## src/rtl/aes_pkg.sv

```systemverilog
`default_nettype none
// ---------------------------------------------------------------------------
// aes_pkg : AES state geometry and row-slicing helper shared by round stages
// Rev 1.0
// ---------------------------------------------------------------------------
package aes_pkg;

  localparam int AES_BLOCK_BITS = 128;
  localparam int AES_ROW_BITS   = 32;
  localparam int AES_NROWS      = 4;

  // Row r of one state; row 0 sits at the MSB end, byte 0 of a row is its MSB.
  function automatic logic [AES_ROW_BITS-1:0] aes_row(
    input logic [AES_BLOCK_BITS-1:0] state,
    input int unsigned               r
  );
    return state[AES_BLOCK_BITS-1-AES_ROW_BITS*r -: AES_ROW_BITS];
  endfunction

endpackage : aes_pkg
`default_nettype wire

```

## src/rtl/aes_shift_rows_comb.sv

```systemverilog
`default_nettype none
// ---------------------------------------------------------------------------
// aes_shift_rows_comb : combinational ShiftRows / InvShiftRows of one state
// Rev 1.0
// ---------------------------------------------------------------------------
module aes_shift_rows_comb
  import aes_pkg::*;
(
  input  logic [AES_BLOCK_BITS-1:0] state,
  input  logic                      inv,
  output logic [AES_BLOCK_BITS-1:0] permuted
);

  for (genvar r = 0; r < AES_NROWS; r++) begin : g_row
    logic [AES_ROW_BITS-1:0]   row;
    logic [2*AES_ROW_BITS-1:0] row_dbl;
    logic [AES_ROW_BITS-1:0]   row_fwd;
    logic [AES_ROW_BITS-1:0]   row_inv;

    assign row     = aes_row(state, r);
    assign row_dbl = {row, row};
    // Rotations are plain windows into the doubled row.
    assign row_fwd = row_dbl[2*AES_ROW_BITS-1-8*r -: AES_ROW_BITS];
    assign row_inv = row_dbl[AES_ROW_BITS-1+8*r -: AES_ROW_BITS];

    assign permuted[AES_BLOCK_BITS-1-AES_ROW_BITS*r -: AES_ROW_BITS] = inv ? row_inv : row_fwd;
  end

endmodule : aes_shift_rows_comb
`default_nettype wire

```

## src/rtl/aes_shift_rows_stage.sv

```systemverilog
`default_nettype none
// ---------------------------------------------------------------------------
// aes_shift_rows_stage : registered (Inv)ShiftRows over SIZE/128 states, FIFO buffered
// Rev 1.0
// ---------------------------------------------------------------------------
module aes_shift_rows_stage
  import aes_pkg::*;
#(
  parameter int SIZE  = 256,
  parameter int DEPTH = 2
) (
  input  logic                       clk,
  input  logic                       rst_n,
  input  logic                       in_valid,
  output logic                       in_ready,
  input  logic [SIZE-1:0]            in_data,
  input  logic                       in_inv,
  output logic                       out_valid,
  input  logic                       out_ready,
  output logic [SIZE-1:0]            out_data,
  output logic [$clog2(DEPTH+1)-1:0] count
);

  localparam int NBLK  = SIZE / AES_BLOCK_BITS;
  localparam int PTR_W = (DEPTH > 1) ? $clog2(DEPTH) : 1;
  localparam int CNT_W = $clog2(DEPTH + 1);

  if ((SIZE % AES_BLOCK_BITS) != 0 || SIZE <= 0) begin : g_bad_size
    $error("SIZE must be a positive multiple of 128");
  end
  if (DEPTH < 1) begin : g_bad_depth
    $error("DEPTH must be at least 1");
  end

  logic [SIZE-1:0]  permuted;
  logic [SIZE-1:0]  mem [DEPTH];
  logic [PTR_W-1:0] wptr;
  logic [PTR_W-1:0] rptr;
  logic             push;
  logic             pop;

  for (genvar k = 0; k < NBLK; k++) begin : g_blk
    aes_shift_rows_comb u_shift (
      .state    (in_data [SIZE-1-AES_BLOCK_BITS*k -: AES_BLOCK_BITS]),
      .inv      (in_inv),
      .permuted (permuted[SIZE-1-AES_BLOCK_BITS*k -: AES_BLOCK_BITS])
    );
  end

  // in_ready deliberately ignores out_ready: a full FIFO never accepts a word.
  assign in_ready  = (count < CNT_W'(DEPTH));
  assign out_valid = (count != '0);
  assign out_data  = mem[rptr];
  assign push      = in_valid && in_ready;
  assign pop       = out_valid && out_ready;

  function automatic logic [PTR_W-1:0] next_ptr(input logic [PTR_W-1:0] p);
    return (p == PTR_W'(DEPTH - 1)) ? '0 : p + PTR_W'(1);
  endfunction

  always_ff @(posedge clk or negedge rst_n) begin
    if (!rst_n) begin
      wptr  <= '0;
      rptr  <= '0;
      count <= '0;
      for (int i = 0; i < DEPTH; i++) begin
        mem[i] <= '0;
      end
    end else begin
      if (push) begin
        mem[wptr] <= permuted;
        wptr      <= next_ptr(wptr);
      end
      if (pop) begin
        rptr <= next_ptr(rptr);
      end
      if (push && !pop) begin
        count <= count + CNT_W'(1);
      end else if (pop && !push) begin
        count <= count - CNT_W'(1);
      end
    end
  end

endmodule : aes_shift_rows_stage
`default_nettype wire
```

## config.mk

```make
export PLATFORM = sky130hd
export DESIGN_NAME = aes_shift_rows_stage
export DESIGN_NICKNAME = d
export VERILOG_FILES = /design/src/rtl/aes_pkg.sv /design/src/rtl/aes_shift_rows_comb.sv /design/src/rtl/aes_shift_rows_stage.sv
export SDC_FILE = /design/constraint.sdc
export NUM_CORES = 1
export LEC_CHECK = 0
export CAP_MARGIN = 20
export CORE_MARGIN = 2
export CORE_UTILIZATION = 25
export DETAILED_ROUTE_END_ITERATION = 16
export GPL_TIMING_DRIVEN = 0
export MAX_ROUTING_LAYER = met4
export PLACE_DENSITY_LB_ADDON = 0.05
export SLEW_MARGIN = 20
export SYNTH_ARGS = -nofsm -noshare
export SYNTH_HDL_FRONTEND = slang
export SYNTH_HIERARCHICAL = 1
export SYNTH_SLANG_ARGS = --single-unit
```

## constraint.sdc

```tcl
create_clock -name clk -period 1.9 [get_ports clk]
set_input_delay 0.285 -clock clk [delete_from_list [all_inputs] [get_ports clk]]
set_output_delay 0.285 -clock clk [all_outputs]
set_load 0.02 [all_outputs]
```

==> reports/qor.yml, run 1 <==
worst_setup_path:
  cp_common_cell: "buf_12"
  worstSetupStartpointType: "flop"
  rrSetupSlack_ps: -190
  required_ps: 1620
  cp-end-kind: "output pin"
  critPathMaxFanout: 8
  worstPathArrival_ps: 2080
  cp_cell_sequence: "buf_12, buf_8, buf_12, clkbuf_16, mux2_4, buf_6"
  worstSetupPathType: "flop to output pin"
  slowest_stage: "dfrtp_2"
  cpPeakStageDelay_ps: 410
pwr:
  p_total_mw: 70.7
  vdd_drop_max_v: 0.000806
  p_per_area_nw_per_um2: 1920
  p_leak_nw: 17.2
detailed_routing:
  drc: 0
  routedWlPerCell_um: 22.4
  vias: 15600
  antenna_left: 0
  drt-total-wl_mm: 83.7
  drtPass1Iterations: 4
  drtIter0Drc: 362
  viasPerCell: 4.18
final_layout:
  area_delta_synth_final_pct: 39.5
  nets: 2540
  drive_gt1_frac: 0.647
  multi_input_area_um2: 12000
  fillers: 10300
  regArea_um2: 12900
  fin_util: 0.351
  final_area_um2: 36900
grt:
  grt_max_degree: 93
  grt.total_usage: 0.154
  antenna_found_initial: 20
  gr-total-overflow: 0
  grt_pass1_vias: 17600
  grt_pass1_wl_mm: 120
min_path:
  hold_class: "input port to asynchronous set/reset pin"
clocking:
  clk_latency_ps: 610
  htree_levels: 3
  root_buffer: "clkbuf_16"
  cts_inserted_buffers: 68
  clk_pin_slew_ps: 60
  cts.sinks: 516
  tritoncts: "built"
  clock_path_buffers: 3
synth:
  synthesis.area_um2: 26400
  synth_cells: 1653
  yosysUniqueCellTypes: 19
  ys_warn_count: 6
  avgSynthCellArea_um2: 16.0
  ys_seq_area_frac: 0.489
  syn-num-nets: 1915
  ys_ff_latch: 516
placed_design:
  place_area_um2: 32200
  dp_hpwl_mm: 57.7
  finalWeightedCongestion: 0.747
  portBuffers: 391
sta:
  tightest_slew_ps: 540
  final_hold_viol_count: 0
  skew_ps: 21.4
  finalSetupViolations: 500
  slew_headroom: 0.640
  timing.fmax_mhz: 422
  worst_slack_ps: -467
  rsz0062_at_grt: "yes"
  fin_crit_ps: 2370
  finalMaxSlewViolations: 0
  finalCritPeriodShare: 1.25
run_status:
  status: "finished, violations left"
  violations: "negative setup slack"
die:
  start_util: 0.251
  dieArea_um2: 108000
  rows: 119
  fp.coreArea_um2: 105000
  die_w_um: 329
  ios: 521
  die_y_um: 329
run:
  drv_cap: 0
[logic make-up after synthesis]
family	count (synthesis)	share of synthesized area
and+or+nand+nor	6	0.00152
DFF	516	0.489
xor gates and xnor gates	5	0.00166
buffers and inverters	229	0.0745
adders and majority gates	1	0.000474
muxes	896	0.433
[worst max-delay path, delay by kind of cell, from the launching register on]
family                 cells  cell delay (ps)
buffers and inverters      5              750
DFF                        1              410
muxes                      1              300
[layout make-up]
class / count / share of cell area
tap: 1391 / 0.0472
sequential: 516 / 0.350
multi-input combinational: 908 / 0.326
timing repair buffer: 561 / 0.157
clock buffer: 96 / 0.0532
inverter: 2 / 0.000204
buffer: 221 / 0.0619
clock inverter: 14 / 0.00336
antenna: 22 / 0.00149
[sequential cells by signal (all words and copies together) (netlist names)]
name   flops
count      2
mem      512
rptr       1
wptr       1
[routing by layer]
layer | part of all wire | global-route usage | vias to the layer above
met5 | 0 | - | -
met4 | 0.027 | 0.0419 | 0
met3 | 0.069 | 0.0513 | 110
met2 | 0.49 | 0.254 | 375
met1 | 0.41 | 0.178 | 8071
li1 | - | - | 7045
[report_power, final]
| group | total [mW] | switching [mW] | leakage, nW | internal (mW) |
|---|---|---|---|---|
| clock network | 12.4 | 5.02 | 1.03 | 7.39 |
| logic | 38.7 | 17.0 | 10.0 | 21.7 |
| registers | 19.6 | 2.88 | 6.11 | 16.7 |
| total | 70.7 | 24.9 | 17.2 | 45.8 |
[Yosys cell counts]
library cell  instances  area (um2)
mux2_4              360        5410
nor2_1                1        3.75
inv_1                 1        3.75
nor2_2                1        6.26
clkbuf_1              1        3.75
buf_4               135        1010
xor2_1                1        8.76
ha_1                  1        12.5
or2_2                 1        6.26
xnor2_1               4        35.0
buf_2                30         150
nand2b_4              1        13.8
mux2_2              536        6040
inv_2                 1        3.75
buf_6                49         552
dfrtp_1             516       12900
buf_12               12         240
nand2_2               1        6.26
nand2_1               1        3.75
[repair_timing]
item	in CTS	in global routing
resized for setup	670	947
setup endpoints to repair	615	685
setup buffers	11	6
hold endpoints to repair	434	0
hold buffers	129	0
cloned	5	16
pin swaps	0	0
[final timing paths]
| kind | endpoint | cells after the start | from |
|---|---|---|---|
| setup / recovery | out_data[194] | 6 | rptr$_DFFE_PN0P_ |
| hold / removal | mem[105]$_DFFE_PN0P_ | 2 | rst_n |
| setup reg to reg | mem[450]$_DFFE_PN0P_ | 5 | count[1]$_DFFE_PN0P_ |
| hold reg to reg | mem[395]$_DFFE_PN0P_ | 1 | mem[395]$_DFFE_PN0P_ |
| max in group asynchronous | mem[228]$_DFFE_PN0P_ | 4 | rst_n |
| min in group clk | mem[29]$_DFFE_PN0P_ | 3 | in_inv |
[cell usage in the layout, fill, tap and decap left out]
cell type	n
clkinv_2	11
bufinv_16	2
dlymetal6s2s_1	2
buf_4	144
mux2_2	413
nand2b_4	1
diode_2	22
inv_1	1
nor2_1	1
or2_2	1
nand2_2	1
clkbuf_8	9
clkbuf_1	16
dfrtp_2	1
dlygate4sd3_1	129
clkdlybuf4s50_1	134
clkbuf_2	30
buf_16	10
dlygate4sd2_1	13
nor2_2	1
buf_6	193
buf_2	66
inv_6	1
mux2_4	483
ha_1	1
dfrtp_1	515
buf_8	6
buf_12	39
xor2_1	1
nand2_1	1
clkbuf_16	87
inv_2	1
xnor2_1	4
[through the flow]
stage                     std cells  hold WS, ps  setup TNS (ps)  setup WS [ps]
after floorplan                1653        -10.6               0            332
after global placement         3435          482               -         -24380
after detailed placement       3441          178         -349300           -934
after CTS                      3695         90.7         -206500           -662
after global routing           3730          113         -186280           -552
final                          3731          133         -134150           -467
No activity file was read; power rests on OpenSTA's default activity.
==> run 2: changes to the inputs <==
--- a/config.mk
+++ b/config.mk
@@ -8,10 +8,12 @@
 export CAP_MARGIN = 20
 export CORE_MARGIN = 2
 export CORE_UTILIZATION = 25
+export CTS_CLUSTER_DIAMETER = 50
 export DETAILED_ROUTE_END_ITERATION = 16
 export GPL_TIMING_DRIVEN = 0
 export MAX_ROUTING_LAYER = met4
 export PLACE_DENSITY_LB_ADDON = 0.05
+export SETUP_SLACK_MARGIN = 0.5
 export SLEW_MARGIN = 20
 export SYNTH_ARGS = -nofsm -noshare
 export SYNTH_HDL_FRONTEND = slang
==> run 2 against run 1 <==
Against the previous run: the run ends with negative hold slack, negative setup slack left; hold slack lost 560 ps; wire length fell by 1.8%; cell area is 4.1% higher; die area is the same; maximum frequency shrank 4.1%; via count grew 1.5%; cell count is 2.6% higher; first-iteration DRC count grew 24%.
==> reports/qor.yml, run 2 (synthesis results as in run 1) <==
pwr:
  p_per_area_nw_per_um2: 1980  # +3.4%
  p_switching_mw: 26.0  # +4.2%
  p_leak_nw: 18.2  # +5.6%
  p_total_mw: 76.1  # +7.6%
  intPower_mw: 50.1  # +9.5%
  vdd_drop_max_v: 0.000842  # +4.5%
  clkPwrFrac: 0.239  # +0.063
  sequentialPowerShare: 0.259  # -0.018
  comb_power_share: 0.502  # -0.046
  netSwitchingFraction: 0.341  # -0.0112
worst_setup_path:
  rrSetupSlack_ps: 140  # +330 ps
  worstPathArrival_ps: 2180  # +100 ps
  cp_common_cell: "buf_12"
  path_buf_inv: 6  # +1
  required_ps: 1620  # about the same
  r2r-start: "count[1]$_DFFE_PN0P_"
  reg2regPathDepth: 5  # unchanged
  worstSetupPathType: "flop to output pin"
  crit_start: "rptr$_DFFE_PN0P_"
  r2r-end: "mem[346]$_DFFE_PN0P_"
  slowest_stage: "dfrtp_1"
  cp_cell_sequence: "buf_12, buf_12, buf_6, buf_12, buf_12, mux2_4, buf_6"
  cp_top_family: "buffers and inverters"
  critPathMaxFanout: 7  # -1
  cp-end-kind: "output pin"
  worstSetupStartpointType: "flop"
  cpPeakStageDelay_ps: 390  # -20 ps
final_layout:
  reg_top3: "mem: 512 flops, count: 2 flops"
  mostFrequentLayoutCell: "mux2_4"
  nets: 2594  # +2.1%
  regArea_um2: 12900  # about the same
  multi_input_area_um2: 12400  # +3.4%
  fillers: 10200  # -1.1%
  final_area_um2: 38400  # +4.1%
  final-instance-count-excl-fill: 3829  # +2.6%
  area_delta_synth_final_pct: 45.2
  drive_gt1_frac: 0.667  # +0.0202
  mostFrequentLayoutCells: "mux2_4 (583), dfrtp_1 (514), mux2_2 (313), buf_4 (156), clkdlybuf4s50_1 (134)"
  fin_util: 0.365  # +0.0142
  regMostFlops: "mem"
  largest_reg_flops: 512  # unchanged
clocking:
  root_buffer: "clkbuf_16"
  cts.sinks: 516  # unchanged
  htree_levels: 3  # unchanged
  tritoncts: "built"
  clk_latency_ps: 660  # +50 ps
  cts_inserted_buffers: 99  # +46%
  clk_pin_slew_ps: 50  # about the same
  clock_path_buffers: 3  # unchanged
  hold_buffers: 128  # -0.78%
detailed_routing:
  drc: 0  # unchanged
  routedWlPerCell_um: 21.5  # -4.3%
  drtPass1Iterations: 4  # unchanged
  viasPerCell: 4.13  # -1.1%
  drt-total-wl_mm: 82.2  # -1.8%
  vias: 15800  # +1.5%
  drtIter0Drc: 450  # +24%
  antenna_left: 0  # unchanged
run_status:
  violations: "negative hold slack, negative setup slack"
  status: "finished, violations left"
sta:
  finalCritPeriodShare: 1.30  # +0.0530
  finalSetupViolations: 260  # -48%
  worst_slack_ps: -568  # -101 ps
  timing.hold.ws_ps: -422  # -555 ps
  finalMaxSlewViolations: 0  # unchanged
  timing.fmax_mhz: 405  # -4.1%
  skew_ps: 16.2  # -5.15 ps
  final_hold_viol_count: 59  # +59
  fin_crit_ps: 2470  # +101 ps
  tightest_slew_ps: 549  # +9.01 ps
  finalSetupTns_ps: -115360  # +18,780 ps
  slew_headroom: 0.634  # -0.00601
  rsz0062_at_grt: "yes"
grt:
  use_met2: 0.247  # -0.00749
  grt_pass1_vias: 17800  # +1.3%
  grt_use_met3: 0.0545  # +0.00319
  grt.total_usage: 0.153  # -0.00123
  grt_pass1_wl_mm: 119  # -0.61%
  grt_max_degree: 88  # -5.4%
  met1_usage: 0.178  # +0.000250
  gr-total-overflow: 0  # unchanged
  busiest_layer: "met2"
  antenna_found_initial: 19  # -5.0%
die:
  rows: 119  # unchanged
  fp.coreArea_um2: 105000  # unchanged
  die_w_um: 329  # unchanged
  dieArea_um2: 108000  # unchanged
  ios: 521  # unchanged
  start_util: 0.251  # unchanged
  die_y_um: 329  # unchanged
run:
  drv_cap: 0  # unchanged
placed_design:
  pre_cts_slack_ps: -373  # +561 ps
  dp_cells: 3441  # unchanged
  place_area_um2: 33300  # +3.2%
  dp_hpwl_mm: 57.9  # +0.36%
  portBuffers: 391  # unchanged
  finalWeightedCongestion: 0.744  # -0.44%
min_path:
  hold_class: "input port to asynchronous set/reset pin"
## run 2: changes by cell type in the layout (fill, tap and decap cells not counted), moves of 6 or more
| cell | previous run | this run |
|---|---|---|
| buf_12 | 39 | 46 |
| buf_2 | 66 | 60 |
| buf_4 | 144 | 156 |
| buf_6 | 193 | 130 |
| bufinv_16 | 2 | 12 |
| clkbuf_16 | 87 | 108 |
| clkbuf_2 | 30 | 108 |
| clkdlybuf4s15_2 | 0 | 10 |
| clkinv_2 | 11 | 19 |
| clkinvlp_4 | 0 | 16 |
| mux2_2 | 413 | 313 |
| mux2_4 | 483 | 583 |
## run 2: timing repair
item                                    CTS  global route
endpoints found under the setup margin  773           773
resized for setup                       501           663
buffers inserted                         10            34
cloned                                    3             6
endpoints found under the hold margin   315            59
## run 2: power groups by stage
stage / Combinational (mW) / Clock, mW / Sequential [mW]
floorplan: 25.1 / 0 / 18.9
global placement: 38.3 / 0 / 19.6
detailed placement: 38.5 / 0 / 19.8
CTS: 37.3 / 18.9 / 19.7
global route: 40.5 / 19.4 / 20.5
finish: 38.2 / 18.2 / 19.7
## run 2: how the worst max path moves through the flow
stage                           endpoint  slack (ps)  cells past startpoint
finish                     out_data[195]        -570                      7
global route               out_data[195]        -660                      7
CTS                          out_data[2]        -740                      5
detailed placement         out_data[220]        -370                      5
global placement    count[0]$_DFFE_PN0P_      -26610                      1
floorplan           mem[256]$_DFFE_PN0P_         390                      5
## run 2: routing by layer
metal  part of all wire  wire length, um  vias to the layer above
li1                   -                -                     7188
met1               0.41            33900                     8124
met2               0.49            39900                      395
met3              0.076             6220                      125
met4              0.026             2140                        0
met5                  0                0                        -
## run 2: area by class of cell
cell class | instances | area share
Sequential cell | 516 | 0.337
Clock inverter | 59 | 0.0183
Timing Repair Buffer | 578 | 0.139
Tap cell | 1391 | 0.0454
Buffer | 227 | 0.0630
Antenna cell | 21 | 0.00137
Inverter | 2 | 0.000196
Multi-Input combinational cell | 908 | 0.324
Clock buffer | 127 | 0.0721
==> run 3: changes to the inputs <==
--- a/config.mk
+++ b/config.mk
@@ -6,7 +6,6 @@
 export NUM_CORES = 1
 export LEC_CHECK = 0
 export CAP_MARGIN = 20
-export CORE_MARGIN = 2
 export CORE_UTILIZATION = 25
 export CTS_CLUSTER_DIAMETER = 50
 export DETAILED_ROUTE_END_ITERATION = 16
==> run 3 against run 2 <==
Against the previous run: the run still ends with negative hold slack, negative setup slack left; clock power decreased by 4%; power grew 3.9%; via count up 1.6%; sequential cell count unchanged; count of clock-buffer cells in the layout shrank 2; cell count is 0.37% higher; first-iteration DRC count up 0.89%; maximum frequency shrank 0.69%; hold slack lost 28 ps.
==> reports/qor.yml, run 3 (synthesis results as in run 1) <==
run_status:
  status: "finished, violations left"
  violations: "negative hold slack, negative setup slack"
clocking:
  cts.sinks: 516  # unchanged
  htree_levels: 3  # unchanged
  clk_latency_ps: 660  # about the same
  cts_inserted_buffers: 96  # -3.0%
  root_buffer: "clkbuf_16"
  tritoncts: "built"
  clk_pin_slew_ps: 50  # about the same
  clock_path_buffers: 3  # unchanged
  hold_buffers: 128  # unchanged
die:
  ios: 521  # unchanged
  dieArea_um2: 107000  # -1.2%
  die_y_um: 327  # -0.61%
  rows: 118  # -0.84%
  fp.coreArea_um2: 104000  # -0.98%
  start_util: 0.254  # +0.00249
  die_w_um: 327  # -0.61%
grt:
  grt_pass1_wl_mm: 121  # +1.2%
  grt_max_degree: 92  # +4.5%
  antenna_found_initial: 18  # -1
  grt.total_usage: 0.156  # +0.00376
  grt_pass1_vias: 18000  # +0.87%
  gr-total-overflow: 0  # unchanged
final_layout:
  mostFrequentLayoutCell: "mux2_4"
  reg_top3: "mem: 512 flops, count: 2 flops"
  nets: 2628  # +1.3%
  fillers: 9929  # -2.6%
  drive_gt1_frac: 0.678  # +0.0105
  largest_reg_flops: 512  # unchanged
  regMostFlops: "mem"
  fin_util: 0.383  # +0.0178
  area_delta_synth_final_pct: 50.8
  mostFrequentLayoutCells: "mux2_4 (628), dfrtp_1 (514), mux2_2 (268), buf_6 (183), buf_4 (159)"
  final_area_um2: 39800  # +3.9%
worst_setup_path:
  crit_start: "rptr$_DFFE_PN0P_"
  reg2regPathDepth: 6  # +1
  cp-endpoint: "out_data[82]"
  r2r-start: "count[1]$_DFFE_PN0P_"
  worstPathArrival_ps: 2200  # +20 ps
  rrSetupSlack_ps: 0  # -140 ps
  worstSetupPathType: "flop to output pin"
  cp-end-kind: "output pin"
  critPathMaxFanout: 8  # +1
  r2r-end: "mem[453]$_DFFE_PN0P_"
  worstSetupStartpointType: "flop"
  required_ps: 1620  # about the same
min_path:
  hold_class: "input port to asynchronous set/reset pin"
pwr:
  sequentialPowerShare: 0.249  # -0.010
  intPower_mw: 52.3  # +4.3%
  p_switching_mw: 26.8  # +3.3%
  p_total_mw: 79.1  # +3.9%
  comb_power_share: 0.531  # +0.029
  p_per_area_nw_per_um2: 1980  # about the same
  p_leak_nw: 18.9  # +4.1%
  vdd_drop_max_v: 0.000980  # +16%
  netSwitchingFraction: 0.339  # -0.00209
  clkPwrFrac: 0.219  # -0.020
placed_design:
  portBuffers: 391  # unchanged
  dp_hpwl_mm: 58.1  # +0.32%
  finalWeightedCongestion: 0.749  # +0.67%
  place_area_um2: 33300  # about the same
detailed_routing:
  vias: 16100  # +1.6%
  viasPerCell: 4.19  # +1.3%
  drtPass1Iterations: 4  # unchanged
  antenna_left: 0  # unchanged
  drt-total-wl_mm: 86.5  # +5.2%
  drtIter0Drc: 454  # +0.89%
  drc: 0  # unchanged
  routedWlPerCell_um: 22.5  # +4.8%
sta:
  rsz0062_at_grt: "yes"
  skew_ps: 18.9  # +2.64 ps
  fin_crit_ps: 2480  # +17.2 ps
  timing.hold.ws_ps: -450  # -28.2 ps
  final_hold_viol_count: 59  # unchanged
  slew_headroom: 0.640  # +0.00540
  finalMaxSlewViolations: 0  # unchanged
  worst_slack_ps: -585  # -17.2 ps
  finalSetupViolations: 256  # -1.5%
  timing.fmax_mhz: 402  # -0.69%
  finalCritPeriodShare: 1.31  # +0.00906
  tightest_slew_ps: 540  # -8.09 ps
run:
  drv_cap: 0  # unchanged
## run 3: repair_timing
action                                  CTS  global route
endpoints found under the setup margin  773           773
gates cloned                              3            40
gates resized for setup                 718           865
buffers inserted                          6            41
pin swaps                                 0             1
hold endpoints to repair                313            57
## run 3: worst min path at each step
stage,from,endpoint,cells after the start
CTS,rst_n,mem[368]$_DFFE_PN0P_,1
finish,rst_n,mem[368]$_DFFE_PN0P_,1
detailed placement,rst_n,mem[368]$_DFFE_PN0P_,1
floorplan,rst_n,count[0]$_DFFE_PN0P_,0
global placement,mem[1]$_DFFE_PN0P_,mem[1]$_DFFE_PN0P_,1
global route,rst_n,mem[372]$_DFFE_PN0P_,1
## run 3: area by class of cell
cell class | instances | area (um2) | area share
clock buffers | 125 | 2700 | 0.0679
flip-flops and latches | 516 | 12900 | 0.324
repair buffers | 615 | 6570 | 0.165
inverters | 2 | 20.0 | 0.000503
plain buffers | 227 | 2680 | 0.0673
multi-input cells | 908 | 12600 | 0.316
well taps | 1380 | 1730 | 0.0433
clock inverters | 53 | 584 | 0.0147
diodes | 17 | 42.5 | 0.00107
## run 3: worst max-delay path, cell delays in order (launching register included)
cell and delay (ps):
dfrtp_1 390, clkbuf_16 210, buf_16 190, buf_12 150
buf_12 130, mux2_4 310, buf_6 130
## run 3: power by group through the flow
stage	sequential, mW	clock, mW	combinational [mW]
floorplan	18.9	0	25.1
global placement	19.6	0	38.3
detailed placement	19.8	0	38.5
CTS	19.7	18.0	37.6
global route	20.5	18.5	44.3
finish	19.7	17.4	42.0
## run 3: metrics by stage
stage | std cells | hold WS (ps) | TNS [ps] | setup WS [ps]
after floorplan | 1653 | -10.6 | 0 | 391
after global placement | 3424 | 482 | - | -26440
after detailed placement | 3430 | 271 | -156060 | -358
after CTS | 3745 | -468 | -168490 | -764
after global routing | 3843 | -442 | -148330 | -647
final | 3843 | -450 | -124660 | -585
## run 3: metal layers
layer,up-vias,share of wire,GRT usage
met3,120,0.072,0.0574
met4,0,0.024,0.0464
li1,7269,-,-
met2,395,0.49,0.253
met5,-,0,-
met1,8306,0.41,0.180
